==> src/rtl/rvh_l1d_mshr_sched.sv <==
// ============================================================================
// Module   : rvh_l1d_mshr_sched
// Purpose  : L1D MSHR allocator: round-robin miss-requester grant, lowest-free
//            entry pick, release tracking. Option: RVH_L1D_MSHR_SCHED_RESERVE_EN
// Revision : 1.0 - initial release
// ============================================================================
`default_nettype none

module rvh_l1d_mshr_sched #(
    parameter int unsigned N_REQ   = 2,
    parameter int unsigned N_MSHR  = 4,
    parameter int unsigned ID_W    = (N_MSHR > 1) ? $clog2(N_MSHR) : 1,
    localparam int unsigned C_REQ_W = (N_REQ > 1) ? $clog2(N_REQ) : 1
) (
    input  logic               clk,
    input  logic               rst,
    input  logic [N_REQ-1:0]   req_vld_i,
    output logic [N_REQ-1:0]   req_rdy_o,
    output logic               alloc_vld_o,
    output logic [ID_W-1:0]    alloc_id_o,
    output logic [C_REQ_W-1:0] alloc_req_o,
    input  logic               dealloc_vld_i,
    input  logic [ID_W-1:0]    dealloc_id_i,
    output logic [N_MSHR-1:0]  mshr_vld_o,
    output logic [ID_W:0]      free_num_o,
    output logic               full_o,
    output logic               dealloc_err_o
);

    logic [N_MSHR-1:0]  mshr_vld_q, mshr_vld_d;
    logic [C_REQ_W-1:0] rr_ptr_q, rr_ptr_d;
    logic               dealloc_err_q, dealloc_err_d;

    logic [N_MSHR-1:0]  w_free;
    logic [ID_W:0]      w_free_num;
    logic [ID_W-1:0]    w_low_id;
    logic [N_REQ-1:0]   w_elig;
    logic [C_REQ_W:0]   w_idx;
    logic               w_grant_found;
    logic [C_REQ_W-1:0] w_grant_idx;
    logic               w_fire;
    logic               w_dealloc_hit;

    always_comb begin
        w_free     = ~mshr_vld_q;
        w_free_num = '0;
        w_low_id   = '0;
        for (int i = N_MSHR - 1; i >= 0; i--) begin
            if (w_free[i]) w_low_id = ID_W'(i);
        end
        for (int i = 0; i < N_MSHR; i++) begin
            w_free_num = w_free_num + (ID_W + 1)'(w_free[i]);
        end
    end

`ifdef RVH_L1D_MSHR_SCHED_RESERVE_EN
    // The last free entry is kept back for requester 0.
    always_comb begin
        w_elig    = {N_REQ{w_free_num >= (ID_W + 1)'(2)}};
        w_elig[0] = (w_free_num != '0);
    end
`else
    assign w_elig = {N_REQ{w_free_num != '0}};
`endif

    // Round-robin search from rr_ptr_q; ineligible requesters are skipped.
    always_comb begin
        w_grant_found = 1'b0;
        w_grant_idx   = '0;
        w_idx         = '0;
        for (int k = 0; k < N_REQ; k++) begin
            w_idx = {1'b0, rr_ptr_q} + (C_REQ_W + 1)'(k);
            if (w_idx >= (C_REQ_W + 1)'(N_REQ)) w_idx = w_idx - (C_REQ_W + 1)'(N_REQ);
            if (!w_grant_found && req_vld_i[w_idx[C_REQ_W-1:0]] && w_elig[w_idx[C_REQ_W-1:0]]) begin
                w_grant_found = 1'b1;
                w_grant_idx   = w_idx[C_REQ_W-1:0];
            end
        end
    end

    assign w_fire = rst & w_grant_found;

    always_comb begin
        req_rdy_o = '0;
        if (w_fire) req_rdy_o[w_grant_idx] = 1'b1;
    end

    always_comb begin
        mshr_vld_d    = mshr_vld_q;
        w_dealloc_hit = 1'b0;
        // Out-of-range ids never match, so they fall through to the error pulse.
        for (int i = 0; i < N_MSHR; i++) begin
            if (dealloc_vld_i && (dealloc_id_i == ID_W'(i)) && mshr_vld_q[i]) begin
                mshr_vld_d[i] = 1'b0;
                w_dealloc_hit = 1'b1;
            end
        end
        if (w_fire) mshr_vld_d[w_low_id] = 1'b1;
        dealloc_err_d = dealloc_vld_i & ~w_dealloc_hit;

        rr_ptr_d = rr_ptr_q;
        if (w_fire) begin
            if (w_grant_idx == C_REQ_W'(N_REQ - 1)) rr_ptr_d = '0;
            else                                     rr_ptr_d = w_grant_idx + C_REQ_W'(1);
        end
    end

    always_ff @(posedge clk) begin
        if (!rst) begin
            mshr_vld_q    <= '0;
            rr_ptr_q      <= '0;
            dealloc_err_q <= 1'b0;
        end else begin
            mshr_vld_q    <= mshr_vld_d;
            rr_ptr_q      <= rr_ptr_d;
            dealloc_err_q <= dealloc_err_d;
        end
    end

    assign alloc_vld_o   = w_fire;
    assign alloc_id_o    = w_low_id;
    assign alloc_req_o   = w_grant_idx;
    assign mshr_vld_o    = mshr_vld_q;
    assign free_num_o    = w_free_num;
    assign full_o        = (w_free_num == '0);
    assign dealloc_err_o = dealloc_err_q;

endmodule

`default_nettype wire

==> config.mk <==
export PLATFORM = sky130hd
export DESIGN_NAME = rvh_l1d_mshr_sched
export DESIGN_NICKNAME = d
export VERILOG_FILES = /design/src/rtl/rvh_l1d_mshr_sched.sv
export SDC_FILE = /design/constraint.sdc
export NUM_CORES = 1
export LEC_CHECK = 0
export ABC_AREA = 1
export CORE_AREA = 3 3 40 42
export DETAILED_ROUTE_END_ITERATION = 10
export DIE_AREA = 0 0 43 45
export GPL_TIMING_DRIVEN = 0
export MAX_ROUTING_LAYER = met4
export PLACE_DENSITY_LB_ADDON = 0.1
export SETUP_SLACK_MARGIN = 0.3
export SLEW_MARGIN = 40
export SYNTH_ARGS = -nofsm -noshare
export SYNTH_HDL_FRONTEND = slang
export SYNTH_SLANG_ARGS = --single-unit
export TNS_END_PERCENT = 30
==> constraint.sdc <==
create_clock -name clk -period 1.7 [get_ports clk]
set_input_delay 0.17 -clock clk [delete_from_list [all_inputs] [get_ports clk]]
set_output_delay 0.17 -clock clk [all_outputs]
set_load 0.005 [all_outputs]
## Word level (Yosys, flattened, before mapping)

Index checks and enable logic that the tools add are counted.

| storage, ports and cells | value |
|---|---|
| word-level logic and storage cells | 74 |
| bits in registers | 6 |

| cells by class | value |
|---|---|
| mux-type cells | 31 |
| add/subtract/negate cells | 7 |
| equality and inequality tests | 3 |
| order comparisons | 8 |
| reduce and logical (&&, ||, !) cells | 17 |
| bitwise logic cells | 5 |

Operator list:

| cell | count |
|---|---|
| 1-bit two-way mux | 23 |
| 1-bit logical AND | 13 |
| 2-bit two-way mux | 5 |
| 1-bit by 2-bit < comparator with 1-bit output, second input constant | 3 |
| 2-bit equality test, second input constant | 2 |
| 4-bit two-way mux | 1 |
| 4-bit NOT | 1 |
| 4-bit bitwise OR | 1 |
| 2-bit by 1-bit adder with 3-bit output | 1 |
| 3-bit by 1-bit adder with 3-bit output | 1 |
| 3-bit zero test | 1 |
| 2-bit by 3-bit < comparator with 1-bit output, second input constant | 1 |
| 3-bit nonzero test | 1 |
| 1-bit by 1-bit adder with 2-bit output | 1 |
| 1-bit by 1-bit adder with 2-bit output, second input constant | 1 |
| 1-bit bitwise AND | 2 |
| 1-bit demux with 2-bit select | 1 |
| 2-bit by 1-bit equality test with 1-bit output, second input constant | 1 |
| 1-bit by 2-bit greater-or-equal comparator with 1-bit output, second input constant | 1 |
| 2-bit by 1-bit greater-or-equal comparator with 1-bit output, second input constant | 1 |
| 2-bit greater-or-equal comparator, second input constant | 1 |
| 2-bit zero test | 1 |
| 1-bit subtractor, second input constant | 2 |
| 1-bit adder, second input constant | 1 |
| 4 further kinds | 4 |

## Depth between registers and ports, before layout

Gate-level depths: netlist (run 1).

| depth | value |
|---|---|
| depth after elaboration | 17 |
| gate-level depth with buffers | 10 |
| mapped depth without buffers | 10 |

## Worst setup path after synthesis (run 1)

Ideal clock, no wire load.

| path | value |
|---|---|
| kind | flip-flop to flip-flop |
| start point | register mshr_vld_q[0] (netlist: mshr_vld_o[0]) |
| end point | register rr_ptr_q |
| cell stages (with the launch flop) | 11 |
| setup time | 0.120 ns |
| data arrival time | 1.893 ns |
| setup slack | -0.313 ns |
| cell sequence | dfxtp_1 > fa_1 > inv_1 > ha_1 > ha_1 > nor2_1 > nand2_1 > nand2_2 > clkinv_2 > nor2_1 > nor3_2 |

RTL lines:

| element | line | RTL |
|---|---|---|
| from (decl) | 30 | `logic [N_MSHR-1:0] mshr_vld_q, mshr_vld_d;` |
| from (signal assigned) | 114 | `mshr_vld_q <= mshr_vld_d;` |
| 4-bit NOT * | 45 | `w_free = ~mshr_vld_q;` |
| 1-bit by 1-bit adder with 2-bit output * | 52 | `w_free_num = w_free_num + (ID_W + 1)'(w_free[i]);` |
| 2-bit by 1-bit adder with 3-bit output * | 52 |  |
| 3-bit by 1-bit adder with 3-bit output * | 52 |  |
| named net free_num_o[1] | 25 | `output logic [ID_W:0] free_num_o,` |
| 3-bit nonzero test * | 63 | `assign w_elig = {N_REQ{w_free_num != '0}};` |
| 1-bit two-way mux (implied by the code) | 74 | `if (!w_grant_found && req_vld_i[w_idx[C_REQ_W-1:0]] && w_elig[w_idx[C_REQ_W-1:0]]) begin` |
| 1-bit logical AND | 74 |  |
| 1-bit two-way mux | 74 |  |
| 1-bit zero test | 74 |  |
| 1-bit logical AND (2 in a row) | 74 |  |
| 1-bit two-way mux * | 74 |  |
| 1-bit bitwise AND * | 81 | `assign w_fire = rst & w_grant_found;` |
| named net alloc_vld_o | 19 | `output logic alloc_vld_o,` |
| to (signal assigned) | 115 | `rr_ptr_q <= rr_ptr_d;` |
| to (decl) | 31 | `logic [C_REQ_W-1:0] rr_ptr_q, rr_ptr_d;` |

The timed path passes the listed nets; every way through them passes the cells marked *. The select of a mux whose other input is x is not followed.
A chain may end at the register's enable or synchronous reset.

## Worst setup path in the final report (run 1)

| path | value |
|---|---|
| start point | register mshr_vld_q[1] (netlist: mshr_vld_o[1]) |
| end point | output req_rdy_o[0] |

| on the way | value |
|---|---|
| longest elaborated chain between the ends | 17 |

Ends and longest elaborated chain:

| element | line | RTL |
|---|---|---|
| 4-bit NOT * | 45 |  |
| 1-bit by 1-bit adder with 2-bit output * | 52 |  |
| 2-bit by 1-bit adder with 3-bit output * | 52 |  |
| 3-bit by 1-bit adder with 3-bit output * | 52 |  |
| 3-bit nonzero test * | 63 |  |
| 1-bit two-way mux (implied by the code) | 74 |  |
| 1-bit logical AND | 74 |  |
| 1-bit two-way mux | 74 |  |
| 1-bit zero test | 74 |  |
| 1-bit logical AND (2 in a row) | 74 |  |
| 1-bit two-way mux | 74 |  |
| 1-bit by 2-bit < comparator with 1-bit output (implied by the code) / 1-bit greater-or-equal comparator (equally long branches) | 85 | `if (w_fire) req_rdy_o[w_grant_idx] = 1'b1;` |
| 1-bit logical AND (implied by the code) | 85 |  |
| 1-bit two-way mux (implied by the code) | 85 |  |
| 1-bit demux with 1-bit select | 85 |  |
| 2-bit two-way mux * | 85 |  |
| to (decl) | 18 | `output logic [N_REQ-1:0] req_rdy_o,` |

Every way passes the cells marked *; elsewhere a longest branch is shown, timed or not. The select of a mux whose other input is x is not followed.

==> results.md, run 1 <==
- Max Root-Sink Buffers: 2
- First drt pass iteration count: 3
- Critical R2R Launch: mshr_vld_o[1]$_SDFF_PN0_
- Die Area: 1940 um^2
- R2r endpoint: mshr_vld_o[3]$_SDFF_PN0_
- Inst Count DP: 99
- Filler cells: 140
- Worst-path clk slew: 0.04 ns
- Via count: 509
- Antenna diodes: 0
- Setup ws final: -0.580 ns
- Final worst-path cycle share: 134%
- Pwr dens: 682 nW/um^2
- Worst path bufs/invs: 3
- Pins Over Slew Limit: 0
- Slew headroom: 59.0%
- Hold wc startpoint: rr_ptr_q$_SDFFE_PN0P_
- CP required: 1.53 ns
- Nets: 108
- All-Layer GR Usage: 12.7%
- Clock sinks: 6
- Run status: finished, violations left
- Vias/cell: 4.63
- Post-Synthesis Cell Area: 417 um^2
- Setup crit end kind: output port
- Sequential area share after synthesis: 28.8%
- CP dominant cell by count: ha_4
- CP cell instances: fa_1 -> inv_2 -> ha_4 -> ha_4 -> nor2_2 -> nand2_2 -> nand2_4 -> buf_6 -> nor2_4 -> buf_2
- Worst Path Arrival: 2.11 ns
- Std-Cell Rows: 13
- Final Skew: 0.00324 ns
- Global route hottest layer: met2
- Leak: 0.387 nW
- Post-route antenna net violation count: 0
- Slowest cell on the critical path: fa_1
- Largest net degree at the start of global routing: 8
- Syn Nets: 74
- Met2 usage: 22.8%
- Finished Layout Cells: 110
- Syn_area_per_cell: 6.61 um^2
- Grt met1 use: 13.6%
- Syn Inst Count: 63
- Vias in the first global route: 441
- FF+latch area: 129 um^2
- Reg2reg path depth: 11
- RePlAce Congestion: 0.804
- R2R setup slack: -0.40 ns
- Initial Utilization: 32.4%
- Fin crit period: 2.28 ns
- Worst-Skew Late Latency: 0.24 ns
- Max incr delay on CP: 0.54 ns
- Grt ovf: 0
- Met3 usage in global routing: 3.98%
- Initial DRC count: 2
- Ys Warns: 0
- Endpoints failing hold: 0
- CTS tree: built
- Antenna violations before repair: 0
- # setup viols final: 12
- Final HPWL DP: 845 um
- Highest Clock Rate: 439 MHz
- Port Buffers: 21
- Fin Hold WS: 0.512 ns
- Hold WC Path Type: reg -> reg
- Detailed-route wire length: 1.17 mm
- Area taken by multi-input logic gates: 310 um^2
- Failing checks: negative setup slack
- Max_cap viols: 0
- Startpoint types: register
- Die span in y: 45 um
- Drt wl/cell: 10.6 um
- H-tree levels: 1
- Layout cells sized above 1: 40.0%
- CP delay by family, top: adder cells
- Die W: 43 um
- Endpoint, Worst Hold: rr_ptr_q$_SDFFE_PN0P_
- Core area: 1280 um^2
- I/O pin cnt: 22
- # hold bufs at CTS: 0
- Worst slew pin tran: 0.608 ns
- Area Overhead vs Synth: 89.5%
- Hold Path Depth: 2
- Setup CP Type: reg -> out
- Crit-path max FO: 3
- Root Driver: clkbuf_4
- First-pass GRT wire length: 1.78 mm
- Peak supply drop: 0.000390 V
- Remaining DRCs: 0
- Yosys reg bits: 6
- Unrepaired setup endpoints after global routing: yes
- Post-synthesis cell type count: 19
- TritonCTS buffer count: 3
- Sum Neg Setup Slack: -4.88 ns
area by class of cell:
| class | count | area share, % |
|---|---|---|
| Clock buffer | 3 | 2.85 |
| Inverter | 14 | 7.29 |
| Multi-Input combinational cell | 43 | 39.3 |
| Sequential cell | 6 | 16.3 |
| Tap cell | 15 | 2.38 |
| Timing Repair Buffer | 29 | 31.9 |
timing repair:
action                     CTS  global route
setup endpoints to repair   15            15
setup buffers                5             3
pin swaps                    6             6
resized for setup           41             8
cell families (layout without fill, tap and decap cells):
group	Yosys count	after routing	synth area share [%]
and+or+nand+nor	29	29	30.9
DFF	6	6	28.8
AOI/OAI and AO/OA	10	10	13.5
adders and majority gates	4	4	13.8
buffers and inverters	14	46	12.9
sequential cells by signal, summed over array words and instances (netlist names):
| name | flops |
|---|---|
| mshr_vld_o | 4 |
| dealloc_err_o | 1 |
| rr_ptr_q | 1 |
routing by layer:
metal	vias up	share of wire, %
li1	263	-
met1	227	39
met2	17	54
met3	2	7.0
met4	0	0.43
met5	-	0
stage by stage:
step	util (%)	instance area, um^2	setup WS (ns)	power (mW)
6_report	61.4	790	-0.580	0.538
5_1_grt	61.4	790	-0.657	0.582
4_1_cts	58.6	753	-0.627	0.511
3_5_place_dp	53.1	682	-0.825	0.364
3_3_place_gp	53.1	682	-0.800	0.359
2_1_floorplan	-	453	-0.235	0.257
synth_stat cells:
cell type  number  area [um^2]
nor3_2          1         10.0
nor2_1         10         37.5
nand2_2         1         6.26
nor3_1          1         5.00
nand2_1        10         37.5
dfxtp_1         6          120
a21oi_1         5         25.0
ha_1            3         37.5
inv_1          12         45.0
nand3_1         4         20.0
nand4_1         1         6.26
o21ai_0         2         10.0
nor2_2          1         6.26
fa_1            1         20.0
inv_2           1         3.75
a31oi_1         1         6.26
clkinv_2        1         5.00
o21a_1          1         7.51
o21bai_1        1         7.51
report_power, final:
| group | switching, mW | total, mW | internal (mW) |
|---|---|---|---|
| clock network | 0.0446 | 0.124 | 0.0794 |
| logic | 0.114 | 0.256 | 0.141 |
| registers | 0.00789 | 0.158 | 0.150 |
| total | 0.167 | 0.538 | 0.371 |
worst min-delay path, stage by stage (launching register included):
cell and delay, ns:
dfxtp_1 0.33, nor2_4 0.11, nor3_2 0.04
layout by cell type, fill, tap and decap left out:
master           netlist  final
clkbuf_2               0      1
clkbuf_4               0      3
nand2_1               10      8
o21bai_1               1      1
clkdlybuf4s50_1        0      9
o21ai_0                2      2
nor2_1                10      5
dfxtp_1                6      3
a21oi_1                5      5
inv_1                 12     10
nor2_2                 1      2
buf_6                  0      4
buf_2                  0      4
o21a_1                 1      1
clkinv_4               0      1
nor3_2                 1      1
nand4_1                1      1
dlygate4sd2_1          0      3
nor3_1                 1      1
ha_4                   0      2
fa_1                   1      1
a31oi_1                1      1
ha_1                   3      1
dfxtp_4                0      2
nor2_4                 0      4
dfxtp_2                0      1
buf_4                  0      7
nand3_1                4      4
nand2_2                1      2
inv_2                  1      3
nand2_4                0      1
dlymetal6s2s_1         0      1
worst max-delay path by stage:
stage / start / end / slack, ns / cells after the start
floorplan: mshr_vld_o[1]$_SDFF_PN0_ / rr_ptr_q$_SDFFE_PN0P_ / -0.23 / 10
global placement: mshr_vld_o[1]$_SDFF_PN0_ / req_rdy_o[1] / -0.80 / 9
detailed placement: mshr_vld_o[1]$_SDFF_PN0_ / req_rdy_o[1] / -0.83 / 9
CTS: mshr_vld_o[0]$_SDFF_PN0_ / req_rdy_o[0] / -0.63 / 10
global route: mshr_vld_o[1]$_SDFF_PN0_ / req_rdy_o[0] / -0.66 / 10
finish: mshr_vld_o[1]$_SDFF_PN0_ / req_rdy_o[0] / -0.58 / 10
(Power assumes the default switching activity.)
==> run 2: changes to the inputs <==
==> constraint.sdc (replaced) <==
create_clock -name clk -period 2.8 [get_ports clk]
set_input_delay 0.28 -clock clk [delete_from_list [all_inputs] [get_ports clk]]
set_output_delay 0.28 -clock clk [all_outputs]
set_load 0.005 [all_outputs]
==> run 2 against run 1 <==
  * The flow now finishes without violations
  * Utilization decreased by 4.9 points
  * Clock-buffer cell count is the same
  * Die area stayed put
  * Final cell count fell by 3.6%
  * Sequential power decreased by 38%
  * Global-route usage is 0.77 points lower
  * Final area down 7.9%
  * Clock power fell by 38%
  * Critical endpoint unchanged
  * Largest cell class unchanged
==> results.md, run 2 (synthesis results as in run 1) <==
- Run status: finished, final reports clean (was finished, violations left)
- Worst Path Arrival: 2.13 ns (was 2.11 ns)
- All-Layer GR Usage: 11.9% (was 12.7%)
- Leak: 0.326 nW (was 0.387 nW)
- R2R setup slack: 0.74 ns (was -0.40 ns)
- Highest Clock Rate: 414 MHz
- Initial Utilization: 32.4% (unchanged)
- Max reg flops: 4 (unchanged)
- Endpoint, Worst Hold: rr_ptr_q$_SDFFE_PN0P_ (unchanged)
- I/O pin cnt: 22 (unchanged)
- Remaining DRCs: 0 (unchanged)
- Finished Layout Cells: 106 (was 110)
- Setup crit end kind: output port (unchanged)
- Max_cap viols: 0 (unchanged)
- Post-route antenna net violation count: 0 (unchanged)
- Die W: 43 um (unchanged)
- RePlAce Congestion: 0.821 (was 0.804)
- Root Driver: clkbuf_4 (unchanged)
- Pins Over Slew Limit: 0 (unchanged)
- # hold bufs at CTS: 0 (unchanged)
- Unrepaired setup endpoints after global routing: yes (unchanged)
- First drt pass iteration count: 2 (was 3)
- CP required: 2.52 ns (was 1.53 ns)
- Slowest cell on the critical path: fa_1 (unchanged)
- Filler cells: 137 (was 140)
- Layout cells sized above 1: 25.3% (was 40.0%)
- Reg2reg path depth: 11 (unchanged)
- Inst Count DP: 99 (unchanged)
- Vias in the first global route: 412 (was 441)
- Crit-path max FO: 5 (was 3)
- Grt ovf: 0 (unchanged)
- Most frequent cells in the layout: clkdlybuf4s50_1, inv_1, nand2_1, nor2_1, a21oi_1 (was inv_1, clkdlybuf4s50_1, nand2_1, buf_4)
- TritonCTS buffer count: 3 (unchanged)
- Initial DRC count: 5 (was 2)
- Hold wc startpoint: rr_ptr_q$_SDFFE_PN0P_ (unchanged)
- Nets: 104 (was 108)
- Detailed-route wire length: 1.09 mm (was 1.17 mm)
- Die span in y: 45 um (unchanged)
- Startpoint types: register (unchanged)
- Endpoints failing hold: 0 (unchanged)
- Worst-path clk slew: 0.04 ns (about the same)
- CP cell instances: fa_1 -> inv_1 -> ha_2 -> ha_4 -> nor2_2 -> nand2_2 -> nand2_4 -> buf_4 -> nor2_1 -> buf_2 (was fa_1 -> inv_2 -> ha_4 -> ha_4 -> nor2_2 -> nand2_2 -> nand2_4 -> buf_6 -> nor2_4 -> buf_2)
- Final worst-path cycle share: 86.2%
- Peak supply drop: 0.000271 V (was 0.000390 V)
- Commonest non-fill, non-tap cell in the layout: clkdlybuf4s50_1 (was inv_1)
- Vias/cell: 4.61 (was 4.63)
- Std-Cell Rows: 13 (unchanged)
- # setup viols final: 0 (was 12)
- Port Buffers: 21 (unchanged)
- Setup CP Type: reg -> out (unchanged)
- First-pass GRT wire length: 1.68 mm (was 1.78 mm)
- Final HPWL DP: 809 um (was 845 um)
- Hold WC Path Type: reg -> reg (unchanged)
- Sum Neg Setup Slack: 0 ns (was -4.88 ns)
- Area Overhead vs Synth: 74.5% (was 89.5%)
- Via count: 489 (was 509)
- Hold Path Depth: 2 (unchanged)
- Critical R2R Launch: mshr_vld_o[0]$_SDFF_PN0_ (was mshr_vld_o[1]$_SDFF_PN0_)
- Drt wl/cell: 10.3 um (was 10.6 um)
- Worst-Skew Late Latency: 0.24 ns (about the same)
- Max incr delay on CP: 0.53 ns (was 0.54 ns)
- Slew headroom: 72.7% (was 59.0%)
- Final Skew: 0.000182 ns (was 0.00324 ns)
- CTS tree: built (unchanged)
- Worst slew pin tran: 0.405 ns (was 0.608 ns)
- Core area: 1280 um^2 (unchanged)
- Pwr dens: 418 nW/um^2 (was 682 nW/um^2)
- Die Area: 1940 um^2 (unchanged)
- Clock sinks: 6 (unchanged)
- H-tree levels: 1 (unchanged)
- Largest net degree at the start of global routing: 8 (unchanged)
- Fin crit period: 2.41 ns
- R2r endpoint: mshr_vld_o[0]$_SDFF_PN0_ (was mshr_vld_o[3]$_SDFF_PN0_)
- Antenna violations before repair: 0 (unchanged)
- Antenna diodes: 0 (unchanged)
- Max Root-Sink Buffers: 2 (unchanged)
-- run 2: cell count changes in the layout (fill, tap and decap cells not counted), sizes merged, moves of 2 or more --
cell,change
buf,-10
clkdlybuf4s50,+7
clkdlybuf4s15,+2
dlygate4sd2,-2
-- run 2: per-layer routing --
| layer | vias up | global-route usage [%] | wire length, um |
|---|---|---|---|
| met5 | - | - | 0 |
| met4 | 0 | 5.42 | 0 |
| met3 | 0 | 5.18 | 88 |
| met2 | 14 | 18.6 | 546 |
| met1 | 220 | 13.3 | 456 |
| li1 | 255 | - | - |
-- run 2: how the worst max path moves through the flow --
stage | startpoint | end | slack, ns | cells past startpoint
after floorplan | mshr_vld_o[0]$_SDFF_PN0_ | req_rdy_o[0] | 0.71 | 9
after global placement | mshr_vld_o[0]$_SDFF_PN0_ | req_rdy_o[1] | 0.17 | 9
after detailed placement | mshr_vld_o[0]$_SDFF_PN0_ | req_rdy_o[1] | 0.17 | 9
after CTS | mshr_vld_o[0]$_SDFF_PN0_ | req_rdy_o[0] | 0.18 | 10
after global routing | mshr_vld_o[0]$_SDFF_PN0_ | req_rdy_o[0] | 0.28 | 10
final | mshr_vld_o[0]$_SDFF_PN0_ | req_rdy_o[0] | 0.39 | 10
-- run 2: power by group --
| group | switching [mW] | internal (mW) | total, mW |
|---|---|---|---|
| registers | 0.00606 | 0.0918 | 0.0978 |
| clock network | 0.0286 | 0.0483 | 0.0769 |
| logic | 0.0552 | 0.0738 | 0.129 |
| total | 0.0899 | 0.214 | 0.304 |
-- run 2: final cells by class --
cell class | instances | area [um^2] | share of cell area [%]
sequential | 6 | 126 | 17.4
multi-input combinational | 43 | 275 | 37.9
inverter | 14 | 55.1 | 7.57
timing repair buffer | 25 | 229 | 31.5
clock buffer | 3 | 22.5 | 3.10
tap | 15 | 18.8 | 2.58
-- run 2: through the flow --
| step | hold slack (ns) | power [mW] | cell area (um^2) | setup WS, ns | util [%] |
|---|---|---|---|---|---|
| after floorplan | 0.378 | 0.144 | 417 | 0.709 | - |
| after global placement | 0.491 | 0.206 | 646 | 0.169 | 50.2 |
| after detailed placement | 0.500 | 0.208 | 646 | 0.168 | 50.2 |
| after CTS | 0.510 | 0.290 | 694 | 0.176 | 54.0 |
| after global routing | 0.532 | 0.328 | 727 | 0.278 | 56.6 |
| final | 0.511 | 0.304 | 727 | 0.385 | 56.6 |
-- run 2: critical path, delay by kind of cell, from the launching register on --
family / cells / cell delay [ns]
adder cells (fa/ha/maj): 3 / 0.98
buffers and inverters: 3 / 0.28
flip-flops: 1 / 0.36
AND/OR/NAND/NOR: 4 / 0.25
-- run 2: timing repair --
item / 4_1_cts / 5_1_grt
resized for setup: 11 / 14
pin swaps: 2 / 5
endpoints found under the hold margin: 0 / 0
buffers inserted: 2 / 2
endpoints found under the setup margin: 5 / 5
